`config.mk`:
```
export PLATFORM = sky130hd
export DESIGN_NAME = tdc_echo_select
export DESIGN_NICKNAME = d
export VERILOG_FILES = /design/src/rtl/tdc_echo_pkg.sv /design/src/rtl/tdc_echo_qualify.sv /design/src/rtl/tdc_echo_select.sv
export SDC_FILE = /design/constraint.sdc
export NUM_CORES = 1
export LEC_CHECK = 0
export BUFFER_PORTS_ARGS = -buffer_cell sky130_fd_sc_hd__buf_4
export CORE_MARGIN = 5
export CORE_UTILIZATION = 50
export DETAILED_ROUTE_END_ITERATION = 12
export PLACE_DENSITY = 0.74
export SLEW_MARGIN = 15
export SYNTH_ARGS = -nofsm -noshare
export SYNTH_HDL_FRONTEND = slang
export SYNTH_HIERARCHICAL = 1
export SYNTH_SLANG_ARGS = --single-unit
```
`constraint.sdc`:
```
create_clock -name i_clk_50m -period 15.1 [get_ports i_clk_50m]
set_clock_uncertainty 0.1 [all_clocks]
set_input_delay 3.02 -clock i_clk_50m [delete_from_list [all_inputs] [get_ports i_clk_50m]]
set_output_delay 3.02 -clock i_clk_50m [all_outputs]
set_load 0.005 [all_outputs]
```
`src/rtl/tdc_echo_pkg.sv`:
```
// Shared constants for the multi-echo TDC selection stage: echo modes, error bits, FSM encoding.
package tdc_echo_pkg;

  localparam logic [1:0] ECHO_FIRST  = 2'd0;
  localparam logic [1:0] ECHO_LAST   = 2'd1;
  localparam logic [1:0] ECHO_STRONG = 2'd2;

  localparam int unsigned ERR_SKIP  = 0;
  localparam int unsigned ERR_ORDER = 1;
  localparam int unsigned ERR_BUSY  = 2;

  localparam logic [1:0] ST_IDLE = 2'd0;
  localparam logic [1:0] ST_SCAN = 2'd1;
  localparam logic [1:0] ST_OUT  = 2'd2;

endpackage

```
`src/rtl/tdc_echo_qualify.sv`:
```
// Combinational qualification of a single echo: width, ordering check and min-width test.
module tdc_echo_qualify #(
  parameter int unsigned DATA_W = 16
) (
  input  logic [DATA_W-1:0] rise,
  input  logic [DATA_W-1:0] fall,
  input  logic              valid,
  input  logic [DATA_W-1:0] min_width,
  output logic              qualified,
  output logic [DATA_W-1:0] width,
  output logic              bad_order
);

  logic ordered;

  assign ordered   = fall > rise;
  assign width     = fall - rise;
  assign bad_order = valid && !ordered;
  assign qualified = valid && ordered && (width >= min_width);

endmodule

```
`src/rtl/tdc_echo_select.sv`:
```
// Multi-echo TDC pre-processing: latches a set on new_sig rise, scans echoes one per cycle,
// selects by mode, applies the angle window and tracks angle continuity.
module tdc_echo_select
  import tdc_echo_pkg::*;
#(
  parameter int unsigned N_ECHO    = 4,
  parameter int unsigned DATA_W    = 16,
  parameter int unsigned ANGLE_W   = 16,
  parameter int unsigned ANGLE_MAX = 1053
) (
  input  logic                     i_clk_50m,
  input  logic                     i_rst,
  input  logic [ANGLE_W-1:0]       i_code_angle,
  input  logic                     i_tdc_new_sig,
  input  logic [N_ECHO*DATA_W-1:0] i_rise_data,
  input  logic [N_ECHO*DATA_W-1:0] i_fall_data,
  input  logic [N_ECHO-1:0]        i_echo_valid,
  input  logic [1:0]               i_echo_mode,
  input  logic [DATA_W-1:0]        i_min_width,
  input  logic [ANGLE_W-1:0]       i_start_index,
  input  logic [ANGLE_W-1:0]       i_stop_index,
  input  logic                     i_tdc_switch,
  input  logic                     i_err_clr,
  output logic [ANGLE_W-1:0]       o_code_angle,
  output logic                     o_cal_sig,
  output logic [DATA_W-1:0]        o_rise_data,
  output logic [DATA_W-1:0]        o_fall_data,
  output logic [2:0]               o_echo_idx,
  output logic [3:0]               o_echo_cnt,
  output logic [2:0]               o_error
);

  logic [1:0]               state_q;
  logic                     new_q;
  logic [ANGLE_W-1:0]       angle_q;
  logic [N_ECHO*DATA_W-1:0] rise_q;
  logic [N_ECHO*DATA_W-1:0] fall_q;
  logic [N_ECHO-1:0]        valid_q;
  logic [1:0]               mode_q;
  logic [DATA_W-1:0]        min_width_q;
  logic [ANGLE_W-1:0]       start_q;
  logic [ANGLE_W-1:0]       stop_q;
  logic                     switch_q;
  logic [2:0]               scan_k_q;
  logic                     found_q;
  logic [2:0]               sel_idx_q;
  logic [DATA_W-1:0]        sel_rise_q;
  logic [DATA_W-1:0]        sel_fall_q;
  logic [DATA_W-1:0]        sel_width_q;
  logic [3:0]               cnt_q;
  logic [ANGLE_W-1:0]       prev_angle_q;
  logic                     prev_vld_q;
  logic [2:0]               err_q;

  logic                     new_rise;
  logic [DATA_W-1:0]        cur_rise;
  logic [DATA_W-1:0]        cur_fall;
  logic                     cur_valid;
  logic                     cur_qual;
  logic [DATA_W-1:0]        cur_width;
  logic                     cur_bad;
  logic                     take;
  logic                     count;
  logic                     order_err;
  logic                     scan_last;
  logic                     in_window;
  logic [ANGLE_W-1:0]       angle_exp;
  logic [2:0]               err_set;

  assign new_rise  = i_tdc_new_sig && !new_q;
  assign scan_last = (scan_k_q == 3'(N_ECHO - 1));
  assign in_window = (angle_q >= start_q) && (angle_q <= stop_q);
  assign angle_exp = (prev_angle_q == ANGLE_W'(ANGLE_MAX)) ? '0 : prev_angle_q + 1'b1;

  // Scan counter picks the echo presented to the single shared qualifier.
  always_comb begin
    cur_rise  = '0;
    cur_fall  = '0;
    cur_valid = 1'b0;
    for (int k = 0; k < int'(N_ECHO); k++) begin
      if (scan_k_q == 3'(k)) begin
        cur_rise  = rise_q[k*DATA_W +: DATA_W];
        cur_fall  = fall_q[k*DATA_W +: DATA_W];
        cur_valid = valid_q[k];
      end
    end
  end

  tdc_echo_qualify #(
    .DATA_W (DATA_W)
  ) u_qualify (
    .rise      (cur_rise),
    .fall      (cur_fall),
    .valid     (cur_valid),
    .min_width (min_width_q),
    .qualified (cur_qual),
    .width     (cur_width),
    .bad_order (cur_bad)
  );

  always_comb begin
    take      = 1'b0;
    count     = 1'b0;
    order_err = 1'b0;
    if (state_q == ST_SCAN) begin
      if (switch_q) begin
        count     = cur_qual;
        order_err = cur_bad;
        if (cur_qual) begin
          case (mode_q)
            ECHO_LAST:   take = 1'b1;
            ECHO_STRONG: take = !found_q || (cur_width > sel_width_q);
            default:     take = !found_q;
          endcase
        end
      end else if (scan_k_q == 3'd0) begin
        // Bypass forwards echo 0 unqualified, but ordering is still monitored.
        take      = cur_valid;
        count     = cur_valid;
        order_err = cur_bad;
      end
    end
  end

  always_comb begin
    err_set            = '0;
    err_set[ERR_ORDER] = order_err;
    err_set[ERR_BUSY]  = new_rise && (state_q != ST_IDLE);
    err_set[ERR_SKIP]  = new_rise && (state_q == ST_IDLE) && prev_vld_q &&
                         (i_code_angle != angle_exp);
  end

  always_ff @(posedge i_clk_50m) begin
    if (i_rst) begin
      state_q      <= ST_IDLE;
      new_q        <= 1'b0;
      angle_q      <= '0;
      rise_q       <= '0;
      fall_q       <= '0;
      valid_q      <= '0;
      mode_q       <= '0;
      min_width_q  <= '0;
      start_q      <= '0;
      stop_q       <= '0;
      switch_q     <= 1'b0;
      scan_k_q     <= '0;
      found_q      <= 1'b0;
      sel_idx_q    <= '0;
      sel_rise_q   <= '0;
      sel_fall_q   <= '0;
      sel_width_q  <= '0;
      cnt_q        <= '0;
      prev_angle_q <= '0;
      prev_vld_q   <= 1'b0;
      err_q        <= '0;
    end else begin
      new_q <= i_tdc_new_sig;
      err_q <= (err_q & ~{3{i_err_clr}}) | err_set;
      case (state_q)
        ST_IDLE: begin
          if (new_rise) begin
            state_q      <= ST_SCAN;
            angle_q      <= i_code_angle;
            rise_q       <= i_rise_data;
            fall_q       <= i_fall_data;
            valid_q      <= i_echo_valid;
            mode_q       <= i_echo_mode;
            min_width_q  <= i_min_width;
            start_q      <= i_start_index;
            stop_q       <= i_stop_index;
            switch_q     <= i_tdc_switch;
            scan_k_q     <= '0;
            found_q      <= 1'b0;
            sel_idx_q    <= '0;
            sel_rise_q   <= '0;
            sel_fall_q   <= '0;
            sel_width_q  <= '0;
            cnt_q        <= '0;
            prev_angle_q <= i_code_angle;
            prev_vld_q   <= 1'b1;
          end
        end
        ST_SCAN: begin
          cnt_q <= cnt_q + 4'(count);
          if (take) begin
            found_q     <= 1'b1;
            sel_idx_q   <= scan_k_q;
            sel_rise_q  <= cur_rise;
            sel_fall_q  <= cur_fall;
            sel_width_q <= cur_width;
          end
          if (scan_last) begin
            state_q <= ST_OUT;
          end else begin
            scan_k_q <= scan_k_q + 3'd1;
          end
        end
        default: begin
          state_q <= ST_IDLE;
        end
      endcase
    end
  end

  always_ff @(posedge i_clk_50m) begin
    if (i_rst) begin
      o_code_angle <= '0;
      o_cal_sig    <= 1'b0;
      o_rise_data  <= '0;
      o_fall_data  <= '0;
      o_echo_idx   <= '0;
      o_echo_cnt   <= '0;
    end else begin
      o_cal_sig <= 1'b0;
      if ((state_q == ST_OUT) && in_window) begin
        o_cal_sig    <= 1'b1;
        o_code_angle <= angle_q;
        o_rise_data  <= sel_rise_q;
        o_fall_data  <= sel_fall_q;
        o_echo_idx   <= sel_idx_q;
        o_echo_cnt   <= cnt_q;
      end
    end
  end

  assign o_error = err_q;

endmodule

```
==> impl_metrics.sql <==
INSERT INTO impl_metrics (metric_group, metric, value, unit) VALUES
('clocking', 'tritoncts', 'yes', ''),
('layout', 'diodes', '0', ''),
('setup_path', 'worst_path_max_delay_cell', 'nand2_1', ''),
('global_route', 'grt_pass1_wl', '69.7', 'mm'),
('clocking', 'clock_path_buffers', '3', ''),
('pwr', 'leakagePower', '7.42', 'nW'),
('logic_synthesis', 'count_of_state_elements_after_synthesis', '321', ''),
('status', 'run_status', 'finished clean', ''),
('global_route', 'grt_antenna_before_repair', '0', ''),
('logic_synthesis', 'synth.area.mux_share', '3.62', '%'),
('pwr', 'p_seq_share', '39.7', '%'),
('logic_synthesis', 'post_synth_and_or_nand_nor_area_fraction', '20.8', '%'),
('timing', 'achievable-frequency', '140', 'MHz'),
('clocking', 'tritoncts.num_buffers', '35', ''),
('layout', 'layout-drive-gt1-share', '16.4', '%'),
('logic_synthesis', 'synthesis.area', '15500', 'um2'),
('run', 'max_cap_violations', '0', ''),
('route', 'detail-route-antenna-nets', '0', ''),
('pwr', 'combPwrFrac', '20.9', '%'),
('logic_synthesis', 'post_synth_inst_count', '1917', ''),
('place', 'dp_hpwl', '32.3', 'mm'),
('logic_synthesis', 'number_of_enable_flip_flop_cells_after_synthesis', '0', ''),
('clocking', 'ctsHtreeMaxLevel', '2', ''),
('route', 'top_signal_layer_used', 'met4', ''),
('logic_synthesis', 'postSynthAreaPerCell', '8.08', 'um2'),
('layout', 'fin_cells', '2527', ''),
('logic_synthesis', 'post_synth_net_total', '2212', ''),
('setup_path', 'worst-endpoint-required', '15.45', 'ns'),
('timing', 'rsz0062_at_grt', 'no', ''),
('timing', 'timing_max_transition_violations_final', '0', ''),
('route', 'wirelength_met1', '20.5', 'mm'),
('die', 'floorplan.die.height', '186', 'um'),
('pwr', 'power.ir.vdd_worst', '0.0000672', 'V'),
('route', 'met2WireLength', '19.4', 'mm'),
('global_route', 'gr-usage-all-layers', '24.8', '%'),
('route', 'totalWireLength', '44.1', 'mm'),
('setup_path', 'worst-endpoint-arrival', '7.48', 'ns'),
('logic_synthesis', 'post_synth_num_cell_types', '55', ''),
('route', 'drcViolationCount', '0', ''),
('pwr', 'netSwitchingFraction', '28.6', '%'),
('route', 'routed-via-count', '13895', ''),
('logic_synthesis', 'combinational_family_with_the_most_area_after_synthesis', 'simple AND/OR/NAND/NOR gates', ''),
('logic_synthesis', 'seq_area_frac_synth', '41.5', '%'),
('place', 'number_of_placed_instances_with_taps_included', '2464', ''),
('logic_synthesis', 'ys_dominant_reg_cell', 'dfxtp_1', ''),
('clocking', 'worstSkewPairLatency', '0.52', 'ns'),
('place', 'place.port_buffers', '261', ''),
('die', 'design.die.area', '34600', 'um2'),
('clocking', 'cts.sinks', '321', ''),
('route', 'wl_met3', '3.25', 'mm'),
('logic_synthesis', 'synth_compound_area_share', '19.4', '%'),
('clocking', 'clkSlewWorstSetupHoldPaths', '0.06', 'ns'),
('die', 'coreArea', '30600', 'um2'),
('global_route', 'overflow', '0', ''),
('timing', 'max_slew_margin', '25.4', '%'),
('die', 'io_pins', '262', ''),
('die', 'die_x_extent', '186', 'um'),
('pwr', 'internal_portion_of_total_power', '0.00163', 'W'),
('pwr', 'clock_power_share', '39.4', '%'),
('logic_synthesis', 'yosys.area_share.xor_xnor', '1.87', '%'),
('layout', 'top_regs', 'fall_q (64), rise_q (64)', ''),
('setup_path', 'critical_path_class', 'flip-flop to flip-flop', ''),
('layout', 'area.growth.synth_to_final', '21.7', '%'),
('logic_synthesis', 'yosys_warnings', '6', ''),
('route', 'initialDrtViolationCount', '1019', ''),
('timing', 'setup_viol', '0', ''),
('timing', 'timing.setup.tns', '0', 'ns'),
('place', 'routabilityCongestion', '0.905', ''),
('logic_synthesis', 'async_reset_ff_share', '0', '%'),
('timing', 'worstMarginPinSlew', '1.12', 'ns'),
('timing', 'finalCriticalPeriod', '7.13', 'ns');
layer usage:
layer | GRT usage, % | vias to the layer above
li1 | - | 6911
met1 | 36.4 | 6433
met2 | 38.3 | 475
met3 | 3.97 | 76
met4 | 6.38 | 0
met5 | 0 | -
metrics by stage:
step	worst slack [ns]	cell area, um2
floorplan	9.36	15500
CTS	7.90	18800
finish	7.97	18800
global route	7.26	18800
detailed placement	7.97	17600
global placement	8.11	17600
critical path, delay by kind of cell (launching register included):
family          cells  cell delay, ns
compound gates     12            2.94
xor+xnor            1            0.19
fa+ha+maj           4            1.19
buf+inv             3            0.60
flops               1            0.45
simple gates        5            1.53
cells by family after synthesis:
family                   count (synthesis)
AND/OR/NAND/NOR                        712
AO/OA/AOI/OAI                          484
flip-flops                             321
buffers and inverters                  219
adder cells (fa/ha/maj)                 92
multiplexers                            56
XOR/XNOR                                33
synthesized netlist by cell type (all sizes together), types with 2 or more instances:
cell type / instances / area, um2
o31ai: 4 / 30.0
o21bai: 4 / 30.0
nor2b: 18 / 113
clkbuf: 103 / 387
o31a: 4 / 35.0
and2: 3 / 18.8
nor3b: 2 / 15.0
nand3b: 4 / 30.0
a2111oi: 5 / 62.6
nor3: 12 / 60.1
nand2b: 121 / 757
a221o: 33 / 330
a22o: 48 / 420
xor2: 16 / 140
a211oi: 8 / 60.1
buf: 19 / 87.6
nor2: 32 / 120
o2111ai: 5 / 43.8
nor4: 4 / 25.0
o21a: 8 / 60.1
inv: 97 / 364
a21oi: 244 / 1230
dfxtp: 321 / 6430
o211ai: 6 / 45.0
a21o: 18 / 135
o21ai: 87 / 435
nand4: 20 / 125
ha: 91 / 1140
nand3: 25 / 135
or4: 2 / 15.0
or3: 3 / 18.8
mux2i: 56 / 561
nor4b: 2 / 17.5
nand2: 458 / 1720
xnor2: 17 / 149
a2111o: 2 / 22.5
and3: 3 / 23.8
a31oi: 2 / 12.5
layout by cell type, fill, tap and decap left out, types with 5 or more instances in the layout:
master	instances
a221o_1	33
nand4_1	20
clkbuf_8	10
nor2b_1	16
a22o_1	48
clkbuf_16	36
nand2b_1	121
buf_4	272
a21o_1	18
mux2i_1	56
o21ai_0	85
inv_1	97
xor2_1	16
ha_1	90
nand3_1	23
nand2_1	457
xnor2_1	17
clkinv_2	7
nor3_1	12
o21a_1	8
nor2_1	32
o211ai_1	6
o2111ai_1	5
dfxtp_1	321
a211oi_1	8
a21oi_1	241
final timing paths:
check | startpoint | end | slack [ns] | cells after the start
hold reg to reg | fall_q[43] | fall_q[43] | 0.35 | 2
setup reg to reg | scan_k_q[0] | sel_width_q[1] | 7.97 | 25
hold / removal | fall_q[43] | fall_q[43] | 0.35 | 2
setup / recovery | scan_k_q[0] | sel_width_q[1] | 7.97 | 25
power groups by stage:
| stage | logic (W) | clock network, W | registers (W) |
|---|---|---|---|
| floorplan | 0.000329 | 0 | 0.000917 |
| CTS | 0.000479 | 0.000912 | 0.000909 |
| global placement | 0.000469 | 0 | 0.000927 |
| finish | 0.000479 | 0.000901 | 0.000910 |
| global route | 0.000542 | 0.000946 | 0.000913 |
| detailed placement | 0.000475 | 0 | 0.000928 |
final cells by class:
type,instances,area [um2]
Fill cell,2706,11700
Tap cell,396,495
Timing Repair Buffer,273,2060
Clock buffer,48,1040
Sequential cell,321,6430
Inverter,97,364
Clock inverter,15,196
Multi-Input combinational cell,1377,8280
Note: power is estimated with default switching activity, not from simulation.
